===== src/rtl/alu_seq.sv =====
// Sequential Beta-style ALU. Compare, add/sub, boolean and shift finish in one cycle.
// MUL (shift-add) and DIV (restoring) iterate one bit per cycle.
module alu_seq #(
  parameter int WIDTH = 32,
  parameter int SHW   = $clog2(WIDTH)
) (
  input  logic             clk,
  input  logic             rst_n,
  input  logic             in_valid,
  output logic             in_ready,
  input  logic [5:0]       fn,
  input  logic [WIDTH-1:0] a,
  input  logic [WIDTH-1:0] b,
  output logic             out_valid,
  input  logic             out_ready,
  output logic [WIDTH-1:0] y,
  output logic             busy
);

  localparam int CW = $clog2(WIDTH + 1);

  typedef enum logic [1:0] {
    IDLE = 2'd0,
    ITER = 2'd1,
    DONE = 2'd2
  } state_t;

  state_t           state_reg, state_next;
  logic [WIDTH-1:0] y_reg, y_next;
  logic [CW-1:0]    cnt_reg, cnt_next;
  logic [WIDTH-1:0] opa_reg, opa_next;
  logic [WIDTH-1:0] opb_reg, opb_next;
  logic [WIDTH-1:0] acc_reg, acc_next;
  logic             is_div_reg, is_div_next;

  // ---------------- single-cycle datapath ----------------
  logic [WIDTH-1:0] sub_res;
  logic [WIDTH-1:0] add_res;
  logic             flag_z, flag_n, flag_v, cmp_bit;
  logic [WIDTH-1:0] cmp_res;
  logic [WIDTH-1:0] arith_res;
  logic [3:0]       bool_tt;
  logic [WIDTH-1:0] bool_res;
  logic [SHW-1:0]   sh_amt;
  logic [WIDTH-1:0] shift_res;
  logic [WIDTH-1:0] single_res;
  logic             is_iter_op;

  assign add_res = a + b;
  assign sub_res = a + ~b + WIDTH'(1);
  assign flag_z  = (sub_res == '0);
  assign flag_n  = sub_res[WIDTH-1];
  // Signed overflow of a-b: operand signs differ and the result sign differs from a.
  assign flag_v  = (a[WIDTH-1] != b[WIDTH-1]) && (sub_res[WIDTH-1] != a[WIDTH-1]);

  always_comb begin
    cmp_bit = 1'b0;
    case (fn[2:1])
      2'b01:   cmp_bit = flag_z;
      2'b10:   cmp_bit = flag_n ^ flag_v;
      2'b11:   cmp_bit = flag_z | (flag_n ^ flag_v);
      default: cmp_bit = 1'b0;
    endcase
  end

  assign cmp_res = {{(WIDTH-1){1'b0}}, cmp_bit};

  always_comb begin
    arith_res = '0;
    case (fn[1:0])
      2'b00:   arith_res = add_res;
      2'b01:   arith_res = sub_res;
      default: arith_res = '0;
    endcase
  end

  assign bool_tt = fn[3:0];

  generate
    for (genvar gi = 0; gi < WIDTH; gi++) begin : g_bool
      assign bool_res[gi] = bool_tt[{b[gi], a[gi]}];
    end
  endgenerate

  assign sh_amt = b[SHW-1:0];

  always_comb begin
    shift_res = '0;
    case (fn[1:0])
      2'b00:   shift_res = a << sh_amt;
      2'b01:   shift_res = a >> sh_amt;
      2'b11:   shift_res = $signed(a) >>> sh_amt;
      default: shift_res = '0;
    endcase
  end

  always_comb begin
    single_res = '0;
    case (fn[5:4])
      2'b00:   single_res = cmp_res;
      2'b01:   single_res = arith_res;
      2'b10:   single_res = bool_res;
      default: single_res = shift_res;
    endcase
  end

  assign is_iter_op = (fn[5:4] == 2'b01) && fn[1];

  // ---------------- iterative datapath ----------------
  // MUL: acc = partial product, opa = multiplicand (shifts left), opb = multiplier (shifts right).
  // DIV: acc = remainder, opa = dividend shifting out / quotient shifting in, opb = divisor.
  logic [WIDTH-1:0] mul_step;
  logic [WIDTH:0]   rem_shift;
  logic [WIDTH-1:0] rem_diff;
  logic             div_ge;
  logic [WIDTH-1:0] rem_step;
  logic [WIDTH-1:0] quo_step;

  assign mul_step  = acc_reg + (opb_reg[0] ? opa_reg : '0);
  assign rem_shift = {acc_reg, opa_reg[WIDTH-1]};
  assign div_ge    = (rem_shift >= {1'b0, opb_reg});
  // When div_ge holds the true difference is below the divisor, so the low bits suffice.
  assign rem_diff  = rem_shift[WIDTH-1:0] - opb_reg;
  assign rem_step  = div_ge ? rem_diff : rem_shift[WIDTH-1:0];
  assign quo_step  = {opa_reg[WIDTH-2:0], div_ge};

  // ---------------- control ----------------
  always_ff @(posedge clk or negedge rst_n) begin
    if (!rst_n) begin
      state_reg  <= IDLE;
      y_reg      <= '0;
      cnt_reg    <= '0;
      opa_reg    <= '0;
      opb_reg    <= '0;
      acc_reg    <= '0;
      is_div_reg <= 1'b0;
    end else begin
      state_reg  <= state_next;
      y_reg      <= y_next;
      cnt_reg    <= cnt_next;
      opa_reg    <= opa_next;
      opb_reg    <= opb_next;
      acc_reg    <= acc_next;
      is_div_reg <= is_div_next;
    end
  end

  always_comb begin
    state_next  = state_reg;
    y_next      = y_reg;
    cnt_next    = cnt_reg;
    opa_next    = opa_reg;
    opb_next    = opb_reg;
    acc_next    = acc_reg;
    is_div_next = is_div_reg;
    case (state_reg)
      IDLE: begin
        if (in_valid) begin
          if (is_iter_op) begin
            opa_next    = a;
            opb_next    = b;
            acc_next    = '0;
            cnt_next    = CW'(WIDTH);
            is_div_next = fn[0];
            state_next  = ITER;
          end else begin
            y_next     = single_res;
            state_next = DONE;
          end
        end
      end
      ITER: begin
        cnt_next = cnt_reg - CW'(1);
        if (is_div_reg) begin
          acc_next = rem_step;
          opa_next = quo_step;
        end else begin
          acc_next = mul_step;
          opa_next = opa_reg << 1;
          opb_next = opb_reg >> 1;
        end
        if (cnt_reg == CW'(1)) begin
          y_next     = is_div_reg ? quo_step : mul_step;
          state_next = DONE;
        end
      end
      DONE: begin
        if (out_ready) begin
          state_next = IDLE;
        end
      end
      default: state_next = IDLE;
    endcase
  end

  assign in_ready  = (state_reg == IDLE);
  assign busy      = (state_reg == ITER);
  assign out_valid = (state_reg == DONE);
  assign y         = y_reg;

endmodule


===== config.mk =====
export PLATFORM = sky130hd
export DESIGN_NAME = alu_seq
export DESIGN_NICKNAME = d
export VERILOG_FILES = /design/src/rtl/alu_seq.sv
export SDC_FILE = /design/constraint.sdc
export NUM_CORES = 1
export LEC_CHECK = 0
export CORE_ASPECT_RATIO = 1.2
export CORE_MARGIN = 2
export CORE_UTILIZATION = 28
export DETAILED_ROUTE_END_ITERATION = 12
export DONT_BUFFER_PORTS = 1
export GPL_TIMING_DRIVEN = 1
export PLACE_DENSITY = 0.42
export SETUP_SLACK_MARGIN = 0.5
export SLEW_MARGIN = 20
export SYNTH_ARGS = -nofsm -noshare
export SYNTH_HDL_FRONTEND = slang
export SYNTH_SLANG_ARGS = --single-unit

===== constraint.sdc =====
create_clock -name clk -period 10.08 [get_ports clk]
set_input_delay 2.016 -clock clk [delete_from_list [all_inputs] [get_ports clk]]
set_output_delay 2.016 -clock clk [all_outputs]
set_load 0.03 [all_outputs]

After elaboration in Yosys (flattened, before gate mapping)
Cells that the tools add are included.
- flip-flop bits (word level): 137
- input port bits: 74
- logic and storage cells: 177
- equality and inequality tests: 18
- shift-type cells: 3
- $lt $le $gt $ge: 33
- mux-type cells: 95
- reductions and logical operators: 12
- add/subtract/negate cells: 6
- bitwise logic cells: 3
- operators by type and width (kind ; count):
    $mux 32 ; 14
    $pmux 32 s2 ; 5
    $pmux 32 s3 ; 2
    $add 32x32->32 ; 3
    $lt 2x3->1 const B ; 32
    $bmux 1 s2 ; 32
    $ge 33x32->1 ; 1
    $mux 1 ; 33
    $add 32x1->32 const B ; 1
    $logic_not 32->1 ; 1
    $not 32->32 ; 1
    $shl 32x5->32 ; 1
    $shr 32x5->32 ; 1
    $sshr 32x5->32 ; 1
    $sub 32x32->32 ; 1
    $mux 6 ; 2
    $pmux 6 s2 ; 1
    $eq 2x2->1 const B ; 5
    $reduce_and 3->1 ; 3
    $eq 2x1->1 const B ; 4
    $mux 2 ; 4
    $reduce_and 4->1 ; 2
    $eq 6x1->1 const B ; 1
    $logic_not 2->1 ; 3
    10 further kinds ; 16

Longest topological paths before layout
Gate-level depths: netlist of the first run.
- depth in word-level cells: 12
- mapped depth: 22

Least setup slack after synthesis of the first run
OpenSTA, ideal clock, no wires.
- kind: input -> register
- start point: input port b[2]
- end point: register y_reg[0], in the netlist y[0]
- library setup time: 0.078 ns
- arrival: 6.214 ns
- setup slack: 3.789 ns
- cell stages on the path: 22
- path through: inv_1 buf_2 buf_2 clkbuf_1 ha_1 buf_6 o2111ai_1 nand4_1 a41oi_1 o31ai_1 a21oi_1 o21ai_0 a31oi_1 fa_1 o2111ai_1 nor3_1 nand4_1 nor4_1 nand4_1 nor4_1 nand4_1 a21boi_1
- longest elaborated chain between the ends: 12
- elaborated cells between the ends (all ways): 17
- classes of those cells: add/sub: 2; eq/ne: 1; shift: 3; mux: 6; bitwise: 3; reduce/logical: 2
- ends and longest elaborated chain (element ; line ; RTL):
    start, declared ; 13 ; input logic [WIDTH-1:0] b,
    $not 32->32 ; 50 ; assign sub_res = a + ~b + WIDTH'(1);
    $add 32x32->32 ; 50 ;
    $add 32x1->32 ; 50 ;
    $ne 1x1->1 ; 54 ; assign flag_v = (a[WIDTH-1] != b[WIDTH-1]) && (sub_res[WIDTH-1] != a[WIDTH-1]);
    $logic_and 1x1->1 ; 54 ;
    $xor 1x1->1 ; 60, 61 ;
    $or 1x1->1 ; 61 ; 2'b11: cmp_bit = flag_z | (flag_n ^ flag_v);
    $pmux 1 s3 ; 58 ; case (fn[2:1])
    $pmux 32 s3 * ; 99 ; case (fn[5:4])
    $mux 32 * ; 159 ; if (is_iter_op) begin
    $mux 32 * ; 158 ; if (in_valid) begin
    $pmux 32 s2 * ; 156 ; case (state_reg)
    end signal, assigned ; 139 ; y_reg <= y_next;
    end, declared ; 29 ; logic [WIDTH-1:0] y_reg, y_next;
Mark *: on every way between the ends. The rest lies on a longest branch, timed or not. The select of a mux whose other input is x is not followed.
A chain may end at the register's enable or synchronous reset.

Worst setup path in the final report of the first run
- start point: input port b[4]
- end point: register y_reg[0], in the netlist y[0]
Same word-level chain as after synthesis.

==> results of run 1 <==
==> metal layers <==
metal	wire [µm]	GRT usage [%]	part of all wire, %	vias up
met3	5810	3.77	5.9	173
met2	45700	43.7	47	843
li1	-	-	-	9138
met1	39700	32.8	41	10200
met5	10	0	0.010	-
met4	6760	16.7	6.9	2
==> power groups by stage <==
stage	Sequential, mW	Combinational (mW)	Clock, mW
6_report	1.21	2.65	0.632
5_1_grt	1.25	2.90	0.666
3_5_place_dp	1.22	2.60	0
2_1_floorplan	1.07	1.96	0
4_1_cts	1.21	2.62	0.646
3_3_place_gp	1.22	2.59	0
==> stage by stage <==
| step | setup WS (ps) | hold WS [ps] | utilization [%] | power, mW | area, µm² |
|---|---|---|---|---|---|
| 6_report | 3710 | 523 | 30.2 | 4.49 | 20700 |
| 5_1_grt | 3520 | 563 | 30.2 | 4.81 | 20700 |
| 4_1_cts | 3840 | 534 | 30.2 | 4.48 | 20700 |
| 3_5_place_dp | 3360 | 519 | 29.3 | 3.82 | 20100 |
| 3_3_place_gp | 3490 | 488 | 29.3 | 3.81 | 20100 |
| 2_1_floorplan | 3790 | 465 | - | 3.03 | 19400 |
==> cell type report <==
cell class / instances / area, µm² / area share (%)
repair buffers: 31 / 233 / 1.12
clock buffers: 18 / 439 / 2.12
inverters: 130 / 488 / 2.36
clock inverters: 14 / 129 / 0.623
multi-input cells: 2068 / 14800 / 71.7
flip-flops and latches: 137 / 3430 / 16.6
diodes: 1 / 2.50 / 0.0121
well taps: 909 / 1140 / 5.50
==> logic make-up after synthesis <==
kind of cell,Yosys count
xor gates and xnor gates,81
muxes,177
and+or+nand+nor,824
AOI/OAI and AO/OA,851
DFF,137
buffers and inverters,308
adders and majority gates,135
==> worst max-delay path by stage <==
stage	from	to
detailed placement	b[4]	y[0]$_DFFE_PN0P_
floorplan	b[2]	y[0]$_DFFE_PN0P_
finish	b[4]	y[0]$_DFFE_PN0P_
global placement	b[4]	y[0]$_DFFE_PN0P_
CTS	b[4]	y[0]$_DFFE_PN0P_
global route	b[4]	y[0]$_DFFE_PN0P_
==> worst min-delay path, delay by kind of cell (launching register included) <==
kind | cells | cell delay, ps
simple gates | 1 | 50
flops | 1 | 360
compound gates | 1 | 70
==> Yosys cell counts, drive strengths merged, types with 30 or more instances <==
cell    number
mux4        97
inv        128
clkbuf     139
a21o        39
xnor2       58
nand3       44
a31oi       62
nand2      272
o21ai      214
buf         39
dfrtp      137
a22oi       40
nor3        50
o211ai      30
nor2       234
and2        52
ha         130
mux2i       69
a211oi      46
a21oi      195
==> cell usage in the layout, fill, tap and decap left out, types with 31 or more instances in the layout <==
cell type and n:
nand2_1 272, nor2_1 234, o21ai_0 211, a21oi_1 194, dfrtp_1 136, ha_1 130, inv_1 126, mux4_2 97
mux2i_1 69, a31oi_1 62, xnor2_1 58, and2_1 52, nor3_1 50, a211oi_1 45, nand3_1 44, a22oi_1 40
a21o_1 38, buf_4 31
==> run metrics, run 1 <==
Tcrit/Tclk final 63.2%; clk_skew around 18 ps; top cells by area, synth dfrtp_1 18%, mux4_2 11%, ha_1 8.4%; worst vdd ir 0.0994 mV; RSZ-0062 raised after global routing no; # setup viols final 0; Port Buffer Count 0; Setup Buffers After CTS 0; worst-margin pin slew 987 ps; Synth Flop Type dfrtp_1; vias in the first global route ~20,000; largest stage delay on the critical path roughly 570 ps; Worst EP required around 10,000 ps; cell area after synthesis ~0.019 mm²; post-synth net total around 2,700; grt ovf 0; Yosys cell types 83; Synth area leader dfrtp_1; Post-DP HPWL between 70,000 and 80,000 µm; worst min path class flip-flop to flip-flop; Num CTS Buffers 17; status finished, final reports clean; Skew-Pair Late Insertion Delay roughly 450 ps; fin crit period between 6000 and 7000 ps; Die Span X between 200 and 250 µm; core area a little under 0.07 mm²; Hold Fails Final Rpt 0; critical path capture point type flip-flop; max_cap viols 0; family with the most delay on the worst path compound AO/OA/AOI/OAI gates; Mapped Cells approximately 2,500; Final Net Count between 2,000 and 3,000; CTS Root Cell clkbuf_16; Critical Path, Cell by Cell inv_1, ha_1, o2111ai_1, nand4_1, a41oi_1, o31ai_1, a21oi_1, o21ai_0, a31oi_1, fa_1, o2111ai_1, nor3_1, nand4_1, nor4_1, nand4_1, nor4_1, nand4_1, a21boi_1; post-cts hold buffer count 0; f_max approximately 160 MHz; Synth Area in XOR/XNOR approximately 3.7%; Reg-to-Reg Start opb_reg[0]$_DFFE_PN0P_; largest family of logic cells by synthesized area compound AO/OA/AOI/OAI gates; Crit path top cell by count nand4_1; Worst R2R End acc_reg[30]$_DFFE_PN0P_; Worst Path Arrival about 6700 ps; multiplexer area fraction after synthesis approximately 15%; initial DRC count approximately 1,900; Detailed Routing Iterations Pass 1 7; DRT antenna net count 0; Fill cells 7,450; Reg power frac 27.0%; Clock Path Buffers 2; row count ~110; Post-synth EDFFs 0; die height between 200 and 300 µm; Total Wirelength between 90,000 and 100,000 µm; Worst Hold Path EP cnt_reg[1]$_DFFE_PN0P_; htree depth 4; Tot GR Track Use 26.6%; DR DRC count 0; Final Wtd Congestion between 0.9 and 1; placed insts 3,275; Startpoint Class input port; clock sinks between 100 and 150; Synth Area in Adders slightly below 9%; switching power between 2 and 2.5 mW; Worst Min Path Start cnt_reg[1]$_DFFE_PN0P_; synthesized area per cell 7.73 µm²; setup TNS 0 ps; Final Max Tran Viols 0; Syn. warnings 0; P&R area growth vs syn 6.48%; Initial Util 28.3%; synthesized flop and latch total 137; non-filler cells, final 3,308; clk slew on worst S/H paths 80 ps; via count ~20,000; slowest cell on the critical path fa_1; Hold Path Depth 2; relative slew slack approximately 33%; Async S/R FF share, synth 100%; DIE AREA between 0.07 and 0.08 mm²; clock share of power between 10 and 15%; share of the synthesized area in compound gates (AO/OA/AOI/OAI) approximately 28%; drt wl/cell around 30 µm; register area share after synthesis about 18%; logic gate share of total power 58.9%; post-synth top area share between 10% and 20%; Setup CP Type input port to flip-flop; P_int 2.15 mW; sw frac 52.2%; initial antenna violation count 1; Levels on crit path 18; vias per cell a little over 6; reg2reg path depth 13; CTS tree built; leak pwr ~8.5 nW; largest net degree at the start of global routing 138; CTS resizes 0; R2R Setup Slk 5670 ps; share of cells above drive strength 1 ~8.8%; CP Max Fanout 50; I/O Pins approximately 110; power per cell area between 200 and 250 mW/mm²; Post-Synth Simple-Gate Area roughly a fifth; Buf+Inv Stages, Crit Path 1; first-pass GRT wire length ~140,000 µm
Note: power is estimated with default switching activity, not from simulation.
==> run 2: changes to the inputs <==
--- a/config.mk
+++ b/config.mk
@@ -11,7 +11,7 @@
 export DETAILED_ROUTE_END_ITERATION = 12
 export DONT_BUFFER_PORTS = 1
 export GPL_TIMING_DRIVEN = 1
-export PLACE_DENSITY = 0.42
+export PLACE_DENSITY = 0.44
 export SETUP_SLACK_MARGIN = 0.5
 export SLEW_MARGIN = 20
 export SYNTH_ARGS = -nofsm -noshare
==> constraint.sdc (replaced) <==
create_clock -name clk -period 5.35 [get_ports clk]
set_input_delay 1.07 -clock clk [delete_from_list [all_inputs] [get_ports clk]]
set_output_delay 1.07 -clock clk [all_outputs]
set_load 0.03 [all_outputs]
==> run 2 against run 1 <==
  * Sequential power grew 88%
  * Global-route usage shrank 0.26 points
  * Combinational power grew 91%
  * Critical path depth grew 1
  * Cell count grew 1.1%
  * Flip-flop and latch count is the same
  * Die area is the same
  * Critical path type unchanged
==> run metrics, run 2 (synthesized netlist as in run 1, its figures left out) <==
P_int between 4 and 5 mW; Worst Path Arrival 5020 ps; first-pass GRT wire length 140,000 µm; Reg power frac 26.6%; status finished, final reports clean; post-route cell area 0.0210 mm²; Final Max Tran Viols 0; Num CTS Buffers 17; Worst R2R End y[30]$_DFFE_PN0P_; logic gate share of total power 59.0%; most frequent cells in the layout 271 x nand2_1, 233 x nor2_1, 211 x o21ai_0; initial DRC count about 1,800; Initial Util around 28%; drt wl/cell 28.8 µm; Final Total Pwr 8.56 mW; Final Wtd Congestion between 1 and 1.5; Final WS setup about 720 ps; share of cells above drive strength 1 between 10% and 20%; Setup Buffers After CTS 0; Port Buffer Count 0; Clock Path Buffers 2; max_cap viols 0; grt ovf 0; clk slew on worst S/H paths 70 ps; Total Wirelength 96,400 µm; Hold Fails Final Rpt 0; setup TNS 0 ps; vias per cell between 6 and 7; most common cell after layout, fill and taps aside nand2_1; # setup viols final 0; htree depth 4; Setup CP Type input port to flip-flop; clk_skew 15.8 ps; Placement Setup Slack about 170 ps; Final Net Count between 2,000 and 3,000; Detailed Routing Iterations Pass 1 5; DIE AREA roughly 0.072 mm²; CTS Root Cell clkbuf_16; f_max approximately 220 MHz; initial antenna violation count 2; Die Span X 244 µm; Tot GR Track Use roughly a quarter; row count approximately 110; largest net degree at the start of global routing 138; fin crit period 4630 ps; core area between 0.06 and 0.07 mm²; worst min path class input port to async pin; CP Max Fanout 50; clock sinks about 140; critical path capture point type flip-flop; sw frac about 52%; DRT antenna net count 0; Startpoint Class input port; vias in the first global route ~20,000; Worst EP required approximately 5700 ps; leak pwr 8.66 nW; I/O Pins 109; RSZ-0062 raised after global routing no; CP Launch Point b[4]; CTS tree built; R2R Setup Slk 1110 ps; Area after DPL 0.0204 mm²; DR DRC count 0; via count between 20,000 and 25,000; Post-DP HPWL around 73,000 µm; switching power around 4.4 mW; worst vdd ir 0.272 mV; P&R area growth vs syn 8.24%; Tcrit/Tclk final 86.6%; relative slew slack between 20 and 30%; Reg-to-Reg Start opb_reg[0]$_DFFE_PN0P_; clock share of power roughly 14%; worst-margin pin slew 1090 ps; power per cell area a little over 400 mW/mm²; Skew-Pair Late Insertion Delay between 400 and 500 ps; reg2reg path depth 13; die height approximately 290 µm
run 2: cell types whose count changed in the layout (fill, tap and decap cells not counted), moves of 2 or more:
cell | before | now
clkinv_4 | 3 | 1
ha_2 | 0 | 2
nor4_1 | 14 | 12
nor4_2 | 0 | 2
buf_4 | 31 | 68
ha_1 | 130 | 128
run 2: worst max-delay path, stage by stage:
cell,delay [ps]
inv_1,50
ha_2,410
a21oi_1,110
and2_1,210
nand4_1,170
a41oi_2,240
o31ai_2,310
a21oi_1,100
o21ai_0,190
a31oi_1,140
fa_1,600
o2111ai_1,120
nor3_1,160
nand4_1,140
nor4_2,290
nand4_1,140
nor4_2,200
nand4_1,180
a21boi_1,180
run 2: worst max-delay path by stage:
stage                       endpoint  cells past startpoint  slack (ps)
CTS                 y[0]$_DFFE_PN0P_                     18         650
finish              y[0]$_DFFE_PN0P_                     19         720
detailed placement  y[0]$_DFFE_PN0P_                     18         170
floorplan           y[0]$_DFFE_PN0P_                     22         530
global route        y[0]$_DFFE_PN0P_                     19         520
global placement    y[0]$_DFFE_PN0P_                     19         430
run 2: cell type report:
type / count / area (µm²)
multi-input cells: 2068 / 14900
well taps: 909 / 1140
diodes: 1 / 2.50
inverters: 130 / 488
flip-flops and latches: 137 / 3430
repair buffers: 68 / 510
fillers: 7448 / 47500
clock buffers: 18 / 439
clock inverters: 14 / 151
run 2: what timing repair did:
item,in CTS,in global routing
hold buffers,0,0
resized for setup,0,6
setup endpoints to repair,0,1
run 2: per-stage QoR:
stage / std cells / utilization (%) / hold slack [ps]
after floorplan: 2513 / - / 465
after global placement: 3312 / 29.8 / 482
after detailed placement: 3312 / 29.8 / 491
after CTS: 3344 / 30.6 / 284
after global routing: 3344 / 30.7 / 302
final: 3345 / 30.7 / 308
run 2: metal layers:
metal | track usage, % | vias to the layer above | wire (µm)
met5 | 0 | - | 17
met4 | 14.9 | 2 | 5930
met3 | 3.45 | 197 | 5620
met2 | 43.7 | 826 | 45500
met1 | 32.9 | 10100 | 39300
li1 | - | 9203 | -
run 2: power by group through the flow:
stage               sequential [mW]  combinational [mW]  clock (mW)
floorplan                      2.01                3.71           0
global placement               2.28                4.95           0
detailed placement             2.29                4.95           0
CTS                            2.27                4.99        1.25
global route                   2.34                5.57        1.28
finish                         2.28                5.06        1.23
==> run 3: changes to the inputs <==
--- a/config.mk
+++ b/config.mk
@@ -5,12 +5,14 @@
 export SDC_FILE = /design/constraint.sdc
 export NUM_CORES = 1
 export LEC_CHECK = 0
+export CAP_MARGIN = 5
 export CORE_ASPECT_RATIO = 1.2
 export CORE_MARGIN = 2
 export CORE_UTILIZATION = 28
 export DETAILED_ROUTE_END_ITERATION = 12
 export DONT_BUFFER_PORTS = 1
 export GPL_TIMING_DRIVEN = 1
+export MAX_ROUTING_LAYER = met4
 export PLACE_DENSITY = 0.44
 export SETUP_SLACK_MARGIN = 0.5
 export SLEW_MARGIN = 20
==> run 3 against run 2 <==
  * Power up 0.70%
  * Clock skew fell by 2.1 ps
  * Sequential share of layout area about the same
==> run metrics, run 3 (synthesized netlist as in run 1, its figures left out) <==
die height between 200 and 300 µm; clk slew on worst S/H paths 70 ps; max_cap viols 0; Initial Util approximately 28%; drt wl/cell 28.7 µm; critical path capture point type flip-flop; clock sinks 137; row count roughly 110; P_int approximately 4.2 mW; Fill cells ~7,400; f_max approximately 220 MHz; post-cts hold buffer count 0; Worst Path Arrival between 4000 and 5000 ps; Skew-Pair Late Insertion Delay about 450 ps; Port Buffer Count 0; Reg power frac between 20% and 30%; Tcrit/Tclk final between 80 and 90%; Placement Setup Slack around 230 ps; setup TNS 0 ps; clk_skew between 10 and 15 ps; Hold Fails Final Rpt 0; most common cell after layout, fill and taps aside nand2_1; logic gate share of total power approximately 60%; core area 0.0686 mm²; # setup viols final 0; Total Wirelength just under 100,000 µm; via count 20,500; Clock Path Buffers 2; Die Span X ~240 µm; DR DRC count 0; RSZ-0062 raised after global routing no; power per cell area about 410 mW/mm²; Final Max Tran Viols 0; Final WS setup roughly 750 ps; status finished, final reports clean; Num CTS Buffers 17; fin crit period ~4600 ps; Multi-input gate area ~0.015 mm²; first-pass GRT wire length around 140,000 µm; leak pwr about 8.7 nW; largest net degree at the start of global routing between 100 and 150; Sequential Area 0.00343 mm²; CP Max Fanout 50; CTS tree built; vias per cell just over 6; worst-margin pin slew 1200 ps; Final Net Count ~2,600; share of cells above drive strength 1 between 10% and 20%; vias in the first global route around 20,000; DIE AREA just over 0.07 mm²; worst vdd ir around 0.25 mV; initial DRC count 1,729; Tot GR Track Use 27.1%; Post-DP HPWL around 74,000 µm; grt ovf 0; Worst EP required 5720 ps; worst min path class input port to async pin; Final Wtd Congestion 1.03; CTS Root Cell clkbuf_16; initial antenna violation count 2; clock share of power between 10% and 20%; Startpoint Class input port; sw frac between 50 and 60%; htree depth 4; switching power between 4 and 5 mW; relative slew slack between 10% and 20%; most frequent cells in the layout 271 x nand2_1, 234 x nor2_1, 211 x o21ai_0; DRT antenna net count 0; Setup CP Type input port to flip-flop; Detailed Routing Iterations Pass 1 7; P&R area growth vs syn 8.51%; I/O Pins between 100 and 150
run 3: final cells by class:
class | instances | share of cell area (%)
well taps | 909 | 5.39
flip-flops and latches | 137 | 16.3
clock buffers | 18 | 2.08
inverters | 130 | 2.31
multi-input cells | 2068 | 70.5
repair buffers | 72 | 2.56
clock inverters | 14 | 0.813
diodes | 2 | 0.0237
run 3: per-stage QoR:
stage	power, mW	instance area [µm²]	utilization, %	hold slack (ps)	cells
after floorplan	5.72	19500	-	465	2513
after global placement	7.25	20400	29.8	486	3316
after detailed placement	7.26	20400	29.8	518	3316
after CTS	8.58	21100	30.7	296	3348
after global routing	9.24	21100	30.7	305	3349
final	8.62	21100	30.7	318	3350
run 3: per-layer routing:
| metal | vias to the layer above | share of wire [%] | global-route usage (%) |
|---|---|---|---|
| li1 | 9228 | - | - |
| met3 | 207 | 5.8 | 3.77 |
| met1 | 10200 | 41 | 32.9 |
| met2 | 855 | 48 | 44.2 |
| met5 | - | 0 | - |
| met4 | 0 | 5.4 | 13.2 |
run 3: critical path: stages:
cell and delay (ps):
inv_1 40, ha_2 420, a21oi_1 110, and2_1 210
nand4_1 180, a41oi_2 260, o31ai_4 300, a21oi_1 100
o21ai_0 150, a31oi_1 130, fa_1 580, o2111ai_1 120
nor3_1 150, nand4_1 120, nor4_1 300, nand4_1 160
nor4_2 180, nand4_1 180, a21boi_1 200
run 3: timing repair:
item | in CTS | in global routing
buffers inserted | 0 | 0
gates resized for setup | 0 | 5
endpoints found under the setup margin | 0 | 1
run 3: power by group through the flow:
stage	clock [mW]	sequential (mW)	combinational, mW
finish	1.28	2.28	5.07
global placement	0	2.28	4.96
detailed placement	0	2.30	4.96
floorplan	0	2.01	3.71
CTS	1.29	2.28	5.01
global route	1.32	2.35	5.57
run 3: worst paths after layout:
kind | start | slack (ps) | cells after the start | end
hold reg to reg | cnt_reg[1]$_DFFE_PN0P_ | 520 | 2 | cnt_reg[1]$_DFFE_PN0P_
min in group clk | cnt_reg[1]$_DFFE_PN0P_ | 520 | 2 | cnt_reg[1]$_DFFE_PN0P_
hold / removal | rst_n | 320 | 0 | acc_reg[24]$_DFFE_PN0P_
setup reg to reg | opb_reg[0]$_DFFE_PN0P_ | 1080 | 13 | y[30]$_DFFE_PN0P_
max in group asynchronous | rst_n | 4710 | 0 | is_div_reg$_DFFE_PN0P_
setup / recovery | b[4] | 750 | 19 | y[0]$_DFFE_PN0P_
